## src/rtl/gate_pkg.sv

```systemverilog
// Shared types and default parameters for the parking-lot entry gate.
package gate_pkg;

  typedef enum logic [2:0] {
    ST_IDLE,
    ST_WAIT_BADGE,
    ST_CHECK,
    ST_OPEN,
    ST_PASSING,
    ST_REPORT,
    ST_REJECT
  } gate_state_e;

  localparam int unsigned DEF_DEBOUNCE_CYCLES = 4;
  localparam int unsigned DEF_PULSE_LEN       = 3;
  localparam int unsigned DEF_BADGE_TIMEOUT   = 16;
  localparam int unsigned DEF_PASS_TIMEOUT    = 64;

endpackage

```

## src/rtl/sensor_filter.sv

```systemverilog
// Two-flop synchroniser for a raw loop sensor, with an optional debounce
// stage enabled by ENTRY_GATE_DEBOUNCE_EN.
module sensor_filter
  import gate_pkg::*;
#(
  parameter int unsigned DEBOUNCE_CYCLES = DEF_DEBOUNCE_CYCLES
) (
  input  logic clk,
  input  logic reset_n,
  input  logic raw_i,
  output logic filt_o
);

  logic [1:0] sync_q;

  if (DEBOUNCE_CYCLES < 1) begin : g_bad_cfg
    $error("sensor_filter: DEBOUNCE_CYCLES must be at least 1");
  end

  always_ff @(posedge clk or negedge reset_n) begin
    if (!reset_n) begin
      sync_q <= 2'b00;
    end else begin
      sync_q <= {sync_q[0], raw_i};
    end
  end

`ifdef ENTRY_GATE_DEBOUNCE_EN
  localparam int unsigned CW = $clog2(DEBOUNCE_CYCLES + 1);

  logic [CW-1:0] cnt_q;
  logic          filt_q;

  // Counts consecutive samples that disagree with the accepted level.
  always_ff @(posedge clk or negedge reset_n) begin
    if (!reset_n) begin
      cnt_q  <= '0;
      filt_q <= 1'b0;
    end else if (sync_q[1] == filt_q) begin
      cnt_q <= '0;
    end else if (cnt_q >= CW'(DEBOUNCE_CYCLES - 1)) begin
      cnt_q  <= '0;
      filt_q <= sync_q[1];
    end else begin
      cnt_q <= cnt_q + 1'b1;
    end
  end

  assign filt_o = filt_q;
`else
  assign filt_o = sync_q[1];
`endif

endmodule

```

## src/rtl/entry_gate_ctrl.sv

```systemverilog
// Entry barrier sequencer: badge check, vacancy check, barrier and entry pulse.
// Build option ENTRY_GATE_DEBOUNCE_EN adds debounce to both loop sensors.
module entry_gate_ctrl
  import gate_pkg::*;
#(
  parameter int unsigned DEBOUNCE_CYCLES = DEF_DEBOUNCE_CYCLES,
  parameter int unsigned PULSE_LEN       = DEF_PULSE_LEN,
  parameter int unsigned BADGE_TIMEOUT   = DEF_BADGE_TIMEOUT,
  parameter int unsigned PASS_TIMEOUT    = DEF_PASS_TIMEOUT
) (
  input  logic clk,
  input  logic reset_n,
  input  logic enable,
  input  logic loop_in,
  input  logic loop_out,
  input  logic badge_valid,
  input  logic badge_uni,
  input  logic uni_is_vacated_space,
  input  logic is_vacated_space,
  output logic barrier_open,
  output logic car_entered,
  output logic is_uni_car_entered,
  output logic reject,
  output logic timeout_error
);

  localparam int unsigned BW = $clog2(BADGE_TIMEOUT + 1);
  localparam int unsigned PW = $clog2(PASS_TIMEOUT + 1);
  localparam int unsigned LW = $clog2(PULSE_LEN + 2);

  logic        in_f, out_f;
  logic        in_prev_q, out_prev_q;
  logic        in_rise, out_rise, pulse_hold;
  gate_state_e state_q;
  logic        uni_q, barrier_q, entered_q, entered_uni_q, reject_q, timeout_q;
  logic [BW-1:0] badge_cnt_q;
  logic [PW-1:0] pass_cnt_q;
  logic [LW-1:0] pulse_cnt_q;

  sensor_filter #(.DEBOUNCE_CYCLES(DEBOUNCE_CYCLES)) u_loop_in_filt (
    .clk(clk), .reset_n(reset_n), .raw_i(loop_in), .filt_o(in_f)
  );

  sensor_filter #(.DEBOUNCE_CYCLES(DEBOUNCE_CYCLES)) u_loop_out_filt (
    .clk(clk), .reset_n(reset_n), .raw_i(loop_out), .filt_o(out_f)
  );

  assign in_rise    = in_f & ~in_prev_q;
  assign out_rise   = out_f & ~out_prev_q;
  // A pulse that is already high runs to completion even when disabled.
  assign pulse_hold = (state_q == ST_REPORT) && entered_q;

  always_ff @(posedge clk or negedge reset_n) begin
    if (!reset_n) begin
      state_q       <= ST_IDLE;
      in_prev_q     <= 1'b0;
      out_prev_q    <= 1'b0;
      uni_q         <= 1'b0;
      barrier_q     <= 1'b0;
      entered_q     <= 1'b0;
      entered_uni_q <= 1'b0;
      reject_q      <= 1'b0;
      timeout_q     <= 1'b0;
      badge_cnt_q   <= '0;
      pass_cnt_q    <= '0;
      pulse_cnt_q   <= '0;
    end else begin
      in_prev_q  <= in_f;
      out_prev_q <= out_f;
      if (!enable) timeout_q <= 1'b0;

      if (!enable && !pulse_hold) begin
        state_q       <= ST_IDLE;
        uni_q         <= 1'b0;
        barrier_q     <= 1'b0;
        entered_q     <= 1'b0;
        entered_uni_q <= 1'b0;
        reject_q      <= 1'b0;
        badge_cnt_q   <= '0;
        pass_cnt_q    <= '0;
        pulse_cnt_q   <= '0;
      end else begin
        case (state_q)
          ST_IDLE: begin
            if (in_rise && enable) begin
              state_q     <= ST_WAIT_BADGE;
              badge_cnt_q <= '0;
            end
          end
          ST_WAIT_BADGE: begin
            if (badge_valid) begin
              uni_q       <= badge_uni;
              state_q     <= ST_CHECK;
              badge_cnt_q <= '0;
            end else if (badge_cnt_q >= BW'(BADGE_TIMEOUT - 1)) begin
              uni_q       <= 1'b0;
              state_q     <= ST_CHECK;
              badge_cnt_q <= '0;
            end else begin
              badge_cnt_q <= badge_cnt_q + 1'b1;
            end
          end
          ST_CHECK: begin
            if (uni_q ? uni_is_vacated_space : is_vacated_space) begin
              state_q    <= ST_OPEN;
              barrier_q  <= 1'b1;
              pass_cnt_q <= '0;
            end else begin
              state_q  <= ST_REJECT;
              reject_q <= 1'b1;
            end
          end
          ST_REJECT: begin
            reject_q <= 1'b0;
            if (!in_f) state_q <= ST_IDLE;
          end
          ST_OPEN: begin
            if (out_rise) begin
              state_q    <= ST_PASSING;
              pass_cnt_q <= '0;
            end else if (pass_cnt_q >= PW'(PASS_TIMEOUT - 1)) begin
              state_q    <= ST_IDLE;
              barrier_q  <= 1'b0;
              timeout_q  <= 1'b1;
              pass_cnt_q <= '0;
            end else begin
              pass_cnt_q <= pass_cnt_q + 1'b1;
            end
          end
          ST_PASSING: begin
            if (!out_f) begin
              state_q       <= ST_REPORT;
              barrier_q     <= 1'b0;
              entered_uni_q <= uni_q;
              pulse_cnt_q   <= '0;
            end
          end
          ST_REPORT: begin
            // Class leads the pulse by one cycle and trails it by one cycle.
            if (pulse_cnt_q == LW'(PULSE_LEN + 1)) begin
              state_q       <= ST_IDLE;
              entered_uni_q <= 1'b0;
              pulse_cnt_q   <= '0;
            end else begin
              pulse_cnt_q <= pulse_cnt_q + 1'b1;
              if (pulse_cnt_q == '0) entered_q <= 1'b1;
              else if (pulse_cnt_q == LW'(PULSE_LEN)) entered_q <= 1'b0;
            end
          end
          default: state_q <= ST_IDLE;
        endcase
      end
    end
  end

  assign barrier_open       = barrier_q;
  assign car_entered        = entered_q;
  assign is_uni_car_entered = entered_uni_q;
  assign reject             = reject_q;
  assign timeout_error      = timeout_q;

endmodule

```

## config.mk

```make
export PLATFORM = sky130hd
export DESIGN_NAME = entry_gate_ctrl
export DESIGN_NICKNAME = d
export VERILOG_FILES = /design/src/rtl/gate_pkg.sv /design/src/rtl/sensor_filter.sv /design/src/rtl/entry_gate_ctrl.sv
export SDC_FILE = /design/constraint.sdc
export NUM_CORES = 1
export LEC_CHECK = 0
export ABC_AREA = 1
export CORE_UTILIZATION = 45
export DETAILED_ROUTE_END_ITERATION = 10
export PLACE_DENSITY_LB_ADDON = 0.05
export SETUP_SLACK_MARGIN = 0.1
export SYNTH_ARGS = -nofsm -noshare
export SYNTH_HDL_FRONTEND = slang
export SYNTH_HIERARCHICAL = 1
export SYNTH_SLANG_ARGS = --single-unit
```

## constraint.sdc

```tcl
create_clock -name clk -period 2.19 [get_ports clk]
set_input_delay 0.438 -clock clk [delete_from_list [all_inputs] [get_ports clk]]
set_output_delay 0.438 -clock clk [all_outputs]
set_load 0.005 [all_outputs]
```

==> impl_metrics.py, run 1 <==
metrics = {
    "setup_path": {
        "crit_end": "state_q[1]",
        "cp_top_family": "simple AND/OR/NAND/NOR gates",
        "cp.depth": 13,
        "crit_chain": "ha_1 -> nand2_1 -> nor2_1 -> ha_1 -> inv_1 -> nand3_1 -> nor2_1 -> nand3_2 -> nand2_1 -> inv_2 -> nand3_2 -> nand2_1 -> nand2_1",
        "r2r_cells": 13,
        "crit_path_top_delay_cell": "dfrtp_1",
        "crit_top_cell": "nand2_1",
        "r2r_slack_ns": 0.35,
        "r2r_end": "state_q[1]",
        "start_kind": "register",
        "rr_startpoint": "badge_cnt_q[0]",
        "critical_path.endpoint_type": "register",
        "startpoint": "badge_cnt_q[0]",
        "path_buf_inv": 2,
        "cp.required_ns": 2.40,
        "crit_type": "register to register",
        "cpPeakStageDelay_ns": 0.41,
        "crit_arrival_ns": 2.05,
        "path_max_fanout": 5,
    },
    "pwr": {
        "p_int_w": 0.000999,
        "power_switching_share": 0.348,
        "switchingPower_w": 0.000534,
        "pwr-share-seq": 0.440,
        "power_frac_comb": 0.282,
        "ir_drop_mv": 0.425,
        "p_leak_nw": 1.01,
        "clkPwrFrac": 0.278,
        "power_density_nw_per_um2": 789,
    },
    "floorplan": {
        "pin_count": 14,
        "die_x_um": 63.1,
        "core_area_sq_um": 3470,
        "num_rows": 21,
        "die_area_sq_um": 3990,
        "die_height_um": 63.1,
        "start_util": 0.485,
    },
    "route": {
        "dr.pass1.iters": 4,
        "finalWirelength_um": 3580,
        "vias": 1487,
        "ant_nets": 0,
        "wl_per_cell_um": 12.6,
        "via_per_inst": 5.24,
        "route.detailed.drc": 0,
        "drt_iter0_markers": 60,
    },
    "clock_network": {
        "cts_tree": "done",
        "cts-resized-gates": 0,
        "clockRootBuffer": "clkbuf_8",
        "cts_setup_buffers": 0,
        "htreeDepth": 2,
        "cts_buffers": 5,
        "clock_latency_ns": 0.28,
        "clock-sinks": 30,
        "hold_buffers": 0,
        "clk_pin_slew_ns": 0.06,
        "cts_max_path_buffers": 2,
    },
    "synthesis": {
        "yosysUniqueCellTypes": 25,
        "syn_avg_cell_area_sq_um": 7.64,
        "ys_seq_elements": 30,
        "syn-num-nets": 235,
        "ys.warnings.count": 6,
        "syn_inst": 220,
        "synth_area_leaders": "dfrtp_1 45%, nand2_1 12%, inv_1 7.4%",
        "yosys.area.top_type": "dfrtp_1",
        "synth_top_area_share": 0.446,
        "synth.yosys.seq_area_share": 0.446,
        "synthesis.area_sq_um": 1680,
    },
    "grt": {
        "first_global_vias": 1425,
        "grt_max_degree": 31,
        "overflow": 0,
        "grt_use_total": 0.204,
        "antenna_found_initial": 0,
        "grt_pass1_wl_um": 6210,
    },
    "cells_and_area": {
        "area_growth_pct": 15.6,
        "final_cells": 284,
        "multi_input_area_sq_um": 772,
        "n_antenna_cell": 0,
        "nets": 254,
        "drive_gt1_frac": 0.101,
        "final_core_util": 0.560,
        "fill_cells": 337,
        "seq_area_sq_um": 751,
    },
    "min_path": {
        "hold_path.class": "register to register",
        "worstHoldStart": "u_loop_in_filt/sync_q[0]",
    },
    "timing": {
        "rsz0062_at_grt": "no",
        "fin_ws_ns": 0.351,
        "setup_tns_ns": 0,
        "hold_ws_ns": 0.352,
        "maxSlewHeadroom": 0.672,
        "hold_viol_final": 0,
        "max_freq_mhz": 544,
        "post-route-period-util": 0.839,
        "finClkSkew_ns": 0.00659,
        "setup_viol": 0,
        "tightest_slew_ns": 0.487,
        "slew_violations": 0,
        "finalWorstPathRequiredPeriod_ns": 1.84,
    },
    "place": {
        "dp_slack_ns": 0.196,
        "gp_congestion": 0.927,
        "dp.cells": 278,
        "io_buffers": 13,
        "dpl.hpwl_um": 2740,
    },
    "run_status": {
        "status": "complete, no violations",
    },
    "job": {
        "cap_violations": 0,
    },
}
[flip-flops by register name, indices dropped and copies added, names as in the netlist, 2 cells and up]
| register | cells |
|---|---|
| u_loop_out_filt/sync_q | 2 |
| pulse_cnt_q | 3 |
| badge_cnt_q | 5 |
| state_q | 3 |
| pass_cnt_q | 7 |
| u_loop_in_filt/sync_q | 2 |
[synthesized netlist by cell type]
cell type / count
inv_1: 33
nand2_1: 55
nor3_2: 1
nor2_2: 2
xnor2_1: 1
nand2_2: 5
o21ai_0: 17
a22o_1: 1
nand4_1: 3
buf_4: 1
nand3_1: 21
inv_2: 2
nand4_2: 1
clkinv_1: 1
nand3b_1: 1
buf_2: 1
nor3_1: 4
xor2_1: 1
a21oi_1: 7
nor2_1: 20
dfrtp_1: 30
nand3_2: 4
ha_1: 6
buf_6: 1
nand3b_2: 1
[layout by cell type, fill, tap and decap left out]
master	instances
nor3_2	1
nand3_2	4
buf_4	2
xor2_1	1
nor2_1	20
xnor2_1	1
clkinv_1	1
clkdlybuf4s50_1	13
nand2_1	55
a22o_1	1
nand3_1	21
clkbuf_8	6
nand4_1	3
nand2_2	5
inv_1	33
nand3b_2	1
ha_1	6
nor3_1	4
a21oi_1	7
dfrtp_1	30
nand4_2	1
nor2_2	2
nand3b_1	1
inv_2	2
o21ai_0	17
[worst register-to-register path, delay by kind of cell, from the launching register on]
kind / cells / cell delay [ns]
adder cells (fa/ha/maj): 2 / 0.40
AND/OR/NAND/NOR: 9 / 0.87
flip-flops: 1 / 0.41
buffers and inverters: 2 / 0.12
[worst min path at each step]
stage,endpoint,slack [ns],depth (start not counted)
after floorplan,badge_cnt_q[0],0.14,0
after global placement,u_loop_in_filt/sync_q[1],0.33,0
after detailed placement,u_loop_in_filt/sync_q[1],0.34,0
after CTS,u_loop_in_filt/sync_q[1],0.36,0
after global routing,u_loop_in_filt/sync_q[1],0.36,0
final,u_loop_in_filt/sync_q[1],0.35,0
[metal layers]
layer | part of all wire | wire length, um | vias up | GRT usage
li1 | - | - | 739 | -
met1 | 0.42 | 1520 | 683 | 0.249
met2 | 0.48 | 1710 | 52 | 0.327
met3 | 0.067 | 240 | 13 | 0.0562
met4 | 0.031 | 112 | 0 | 0.108
met5 | 0 | 0 | - | 0
[kinds of logic (layout without fill, tap and decap cells)]
logic type,Yosys count,count (layout),share of synthesized area
and+or+nand+nor,118,118,0.327
buffers and inverters,39,57,0.0945
DFF,30,30,0.446
AOI/OAI and AO/OA,25,25,0.0766
adders and majority gates,6,6,0.0446
xor gates and xnor gates,2,2,0.0104
[power groups by stage]
| stage | Sequential [W] | Combinational, W | Clock, W |
|---|---|---|---|
| floorplan | 0.000657 | 0.000321 | 0 |
| global placement | 0.000680 | 0.000411 | 0 |
| detailed placement | 0.000682 | 0.000425 | 0 |
| CTS | 0.000673 | 0.000429 | 0.000442 |
| global route | 0.000683 | 0.000485 | 0.000472 |
| finish | 0.000675 | 0.000432 | 0.000426 |
[layout make-up]
type	count	share of cell area
well taps	46	0.0296
clock buffers	6	0.0425
flip-flops and latches	30	0.386
inverters	36	0.0695
multi-input cells	151	0.397
repair buffers	15	0.0747
[per-stage QoR]
| stage | power [W] | cell area (sq um) |
|---|---|---|
| global route | 0.00164 | 1940 |
| detailed placement | 0.00111 | 1860 |
| global placement | 0.00109 | 1860 |
| finish | 0.00153 | 1940 |
| floorplan | 0.000978 | 1680 |
| CTS | 0.00154 | 1940 |
No activity file was read; power rests on OpenSTA's default activity.
==> inputs of run 2 (changes only) <==
==> constraint.sdc (replaced) <==
create_clock -name clk -period 1.6 [get_ports clk]
set_input_delay 0.32 -clock clk [delete_from_list [all_inputs] [get_ports clk]]
set_output_delay 0.32 -clock clk [all_outputs]
set_load 0.005 [all_outputs]
==> impl_metrics.py, run 2 (synthesis gave the netlist of run 1 again) <==
metrics = {
    "run_status": {
        "status": "complete, but fails checks",
        "violations": "negative setup slack",
    },
    "timing": {
        "tightest_slew_ns": 0.441,
        "fin_ws_ns": -0.0299,
        "max_freq_mhz": 614,
        "finClkSkew_ns": 0.00513,
        "hold_viol_final": 0,
        "maxSlewHeadroom": 0.703,
        "slew_violations": 0,
        "finalWorstPathRequiredPeriod_ns": 1.63,
        "hold_ws_ns": 0.357,
        "setup_viol": 2,
        "setup_tns_ns": -0.0321,
        "post-route-period-util": 1.02,
        "rsz0062_at_grt": "yes",
    },
    "cells_and_area": {
        "n_antenna_cell": 0,
        "fill_cells": 298,
        "largest_reg_flops": 7,
        "area_growth_pct": 38.8,
        "largest_registers": "pass_cnt_q x7, badge_cnt_q x5",
        "nets": 282,
        "final_cell_mix": "47 x nand2_1, 31 x inv_1, 30 x buf_4",
        "seq_area_sq_um": 754,
        "top_register": "pass_cnt_q",
        "final_common_cell": "nand2_1",
        "multi_input_area_sq_um": 940,
        "drive_gt1_frac": 0.328,
    },
    "clock_network": {
        "cts_max_path_buffers": 2,
        "htreeDepth": 2,
        "clockRootBuffer": "clkbuf_8",
        "cts_tree": "done",
        "cts_buffers": 5,
        "clk_pin_slew_ns": 0.07,
        "clock-sinks": 30,
        "clock_latency_ns": 0.28,
        "hold_buffers": 0,
    },
    "setup_path": {
        "crit_type": "register to register",
        "critical_path.endpoint_type": "register",
        "start_kind": "register",
        "crit_arrival_ns": 1.79,
        "cp.required_ns": 1.76,
        "path_max_fanout": 3,
        "r2r_cells": 12,
    },
    "grt": {
        "grt_use_total": 0.223,
        "first_global_vias": 1550,
        "overflow": 0,
        "antenna_found_initial": 0,
        "grt_pass1_wl_um": 6840,
        "grt_max_degree": 31,
    },
    "place": {
        "dp_slack_ns": -0.224,
        "dpl.hpwl_um": 2870,
        "gp_congestion": 0.857,
        "io_buffers": 13,
    },
    "route": {
        "drt_iter0_markers": 114,
        "ant_nets": 0,
        "route.detailed.drc": 0,
        "finalWirelength_um": 4050,
        "via_per_inst": 5.07,
        "wl_per_cell_um": 12.9,
        "vias": 1592,
        "dr.pass1.iters": 4,
    },
    "pwr": {
        "power_density_nw_per_um2": 1030,
        "power_w": 0.00240,
        "ir_drop_mv": 0.541,
        "p_leak_nw": 1.20,
    },
    "floorplan": {
        "die_area_sq_um": 3990,
        "die_x_um": 63.1,
        "die_height_um": 63.1,
        "pin_count": 14,
        "core_area_sq_um": 3470,
        "num_rows": 21,
        "start_util": 0.485,
    },
    "job": {
        "cap_violations": 0,
    },
    "min_path": {
        "hold_path.class": "register to register",
        "hold_path_depth": 0,
    },
}
==> run 2: changes by cell type in the layout (fill, tap and decap cells not counted), sizes merged <==
cell,previous run,this run
buf,2,30
clkbuf,6,7
clkdlybuf4s50,13,11
dlygate4sd2,0,1
dlymetal6s2s,0,1
inv,35,36
==> run 2: timing repair <==
action,in CTS,in global routing
pin swaps,4,6
endpoints found under the setup margin,15,25
endpoints found under the hold margin,0,0
gates resized for setup,18,33
setup buffers,2,10
==> run 2: report_power, final <==
part / switching (W) / leakage, nW / internal [W] / total (W)
registers: 0.0000951 / 0.397 / 0.000832 / 0.000927
clock network: 0.000279 / 0.0482 / 0.000346 / 0.000626
logic: 0.000481 / 0.757 / 0.000368 / 0.000849
total: 0.000855 / 1.20 / 0.00155 / 0.00240
==> run 2: metrics by stage <==
stage	instances	area (sq um)	util
global route	314	2330	0.673
global placement	295	2000	0.578
floorplan	220	1700	-
finish	314	2330	0.673
detailed placement	295	2000	0.578
CTS	305	2150	0.620
==> run 2: worst paths after layout <==
kind,from,endpoint,slack (ns)
setup / recovery,badge_cnt_q[1],state_q[2],-0.03
hold / removal,u_loop_out_filt/sync_q[0],u_loop_out_filt/sync_q[1],0.36
setup reg to reg,badge_cnt_q[1],state_q[2],-0.03
hold reg to reg,u_loop_out_filt/sync_q[0],u_loop_out_filt/sync_q[1],0.36
max in group asynchronous,reset_n,state_q[0],0.86
min in group asynchronous,reset_n,u_loop_out_filt/sync_q[0],0.44
==> run 2: area by class of cell <==
cell class | instances | area share
sequential | 30 | 0.323
clock inverter | 1 | 0.00214
tap | 46 | 0.0247
clock buffer | 7 | 0.0370
inverter | 36 | 0.0579
timing repair buffer | 43 | 0.153
multi-input combinational | 151 | 0.402
==> run 2: critical path: stages, from the launching register on <==
cell and delay, ns:
dfrtp_1 0.39, ha_2 0.20, nand2_2 0.07, nor2_2 0.05, ha_2 0.16, inv_2 0.06, nand3_2 0.07, nor2_4 0.12
nand3_4 0.10, nand2_4 0.11, nor2_4 0.05, nand3_1 0.08, nand2_1 0.07
==> run 2: layer usage <==
| metal | vias up | routed length (um) | global-route usage |
|---|---|---|---|
| li1 | 798 | - | - |
| met1 | 744 | 1780 | 0.286 |
| met2 | 41 | 2010 | 0.375 |
| met3 | 9 | 174 | 0.0489 |
| met4 | 0 | 83 | 0.0610 |
| met5 | - | 0 | 0 |
==> edit (config.mk and constraints of run 1) <==
Add a define of `ENTRY_GATE_DEBOUNCE_EN`.
--- a/src/rtl/sensor_filter.sv
+++ b/src/rtl/sensor_filter.sv
@@ -2,2 +2,4 @@
 // stage enabled by ENTRY_GATE_DEBOUNCE_EN.
+`define ENTRY_GATE_DEBOUNCE_EN
+
 module sensor_filter
Formal check against the unedited RTL: not equivalent (a bounded check fails within 10 cycles, from zero or initial values and one cycle with reset_n low).
==> edit against run 1 <==
Synthesized cell count is 24% higher. Highest routed layer unchanged. Area after synthesis is 25% higher. Total power is 55% higher. Worst setup slack better by 0.028 ns. Via count is 12% higher. Largest cell class unchanged. Critical path type unchanged. Sequential power is 43% higher. Design area is 26% higher. Routed wire length is 7.7% higher. Sequential cell count is 8 higher. Critical endpoint is now state_q[2]$_DFFE_PN0P_.
==> edit: results (changes against run 1) <==
<table>
<tr><th>Metric</th><th>Value</th></tr>
<tr><th colspan="2">STA</th></tr>
<tr><td>Worst clock skew on the final layout</td><td>0.00741 ns (+0.000824 ns)</td></tr>
<tr><th colspan="2">GRT</th></tr>
<tr><td>Largest net degree at the start of global routing</td><td>39 (+26%)</td></tr>
<tr><td>Global-route track usage on met3</td><td>0.0491 (-0.00710)</td></tr>
<tr><td>First-pass GRT wire length</td><td>6920 um (+11%)</td></tr>
<tr><td>Vias in the first global route</td><td>1,618 (+14%)</td></tr>
<tr><td>Met1 GRT Util</td><td>0.226 (-0.0222)</td></tr>
<tr><td>Overall fraction of global-route tracks in use</td><td>0.180 (-0.0242)</td></tr>
<tr><th colspan="2">Pwr</th></tr>
<tr><td>Max rail drop VDD</td><td>0.460 mV (+8.2%)</td></tr>
<tr><td>Leak Pwr</td><td>1.31 nW (+30%)</td></tr>
<tr><th colspan="2">Synth</th></tr>
<tr><td>Synth top area cells</td><td>sky130_fd_sc_hd__dfrtp_1, sky130_fd_sc_hd__nand2_1, sky130_fd_sc_hd__inv_1</td></tr>
<tr><td>Most instantiated cells after synthesis</td><td>sky130_fd_sc_hd__nand2_1, sky130_fd_sc_hd__inv_1, sky130_fd_sc_hd__dfrtp_1</td></tr>
<tr><td>Distinct cell type count of the synthesized netlist</td><td>26 (+4.0%)</td></tr>
<tr><th colspan="2">Placement</th></tr>
<tr><td>Post-Place Worst Slack</td><td>0.199 ns (+0.00306 ns)</td></tr>
<tr><td>Gpl congestion</td><td>0.820 (-11%)</td></tr>
<tr><td>Area of placed instances</td><td>0.00230 sq mm (+24%)</td></tr>
<tr><th colspan="2">Worst setup path</th></tr>
<tr><td>WP data arrival</td><td>2.00 ns (-0.05 ns)</td></tr>
<tr><td>Internal reg-to-reg setup slack</td><td>0.38 ns (+0.03 ns)</td></tr>
<tr><td>Depth of the most critical reg-to-reg path</td><td>12 (-1)</td></tr>
<tr><th colspan="2">Clock tree</th></tr>
<tr><td>Clock edge transition at the registers on the reported setup and hold paths</td><td>0.08 ns (+0.02 ns)</td></tr>
<tr><th colspan="2">Outcome</th></tr>
<tr><td>Status</td><td>complete, no violations</td></tr>
<tr><th colspan="2">Final layout</th></tr>
<tr><td>Final-stage net count</td><td>310 (+22%)</td></tr>
<tr><td>Multi-input combinational cell area</td><td>957 sq um (+24%)</td></tr>
<tr><td>Proportion of layout cells with a drive suffix above 1</td><td>0.0993 (-0.00153)</td></tr>
<tr><th colspan="2">Detailed routing</th></tr>
<tr><td>Met1 WL</td><td>1870 um (+23%)</td></tr>
<tr><td>Met2 wire length</td><td>1820 um (+6.3%)</td></tr>
<tr><td>Via count normalized by instance count</td><td>4.86 (-7.2%)</td></tr>
<tr><td>Routed met3 length</td><td>106 um (-56%)</td></tr>
<tr><th colspan="2">Floorplan</th></tr>
<tr><td>Standard-cell row count</td><td>24 (+14%)</td></tr>
</table>
edit: stage by stage:
step	hold slack, ns	total power, mW	instances
final	0.100	2.38	344
after global routing	0.119	2.57	344
after CTS	0.101	2.41	344
after detailed placement	0.336	1.67	336
after global placement	0.337	1.66	336
after floorplan	0.142	1.48	272
edit: cell type report:
cell class | instances | area share
well taps | 52 | 0.0267
clock buffers | 6 | 0.0338
clock inverters | 2 | 0.0246
repair buffers | 15 | 0.0625
flip-flops and latches | 38 | 0.390
multi-input cells | 185 | 0.392
inverters | 46 | 0.0707
edit: power breakdown:
| group | switching (mW) | internal (mW) | leakage [nW] |
|---|---|---|---|
| combinational | 0.425 | 0.262 | 0.734 |
| clock | 0.240 | 0.486 | 0.0714 |
| sequential | 0.138 | 0.826 | 0.507 |
| total | 0.802 | 1.57 | 1.31 |
edit: cells by family after synthesis:
group / share of synthesized area
compound gates: 0.0612
buf+inv: 0.0933
fa+ha+maj: 0.0595
xor+xnor: 0.00832
flops: 0.452
simple gates: 0.326
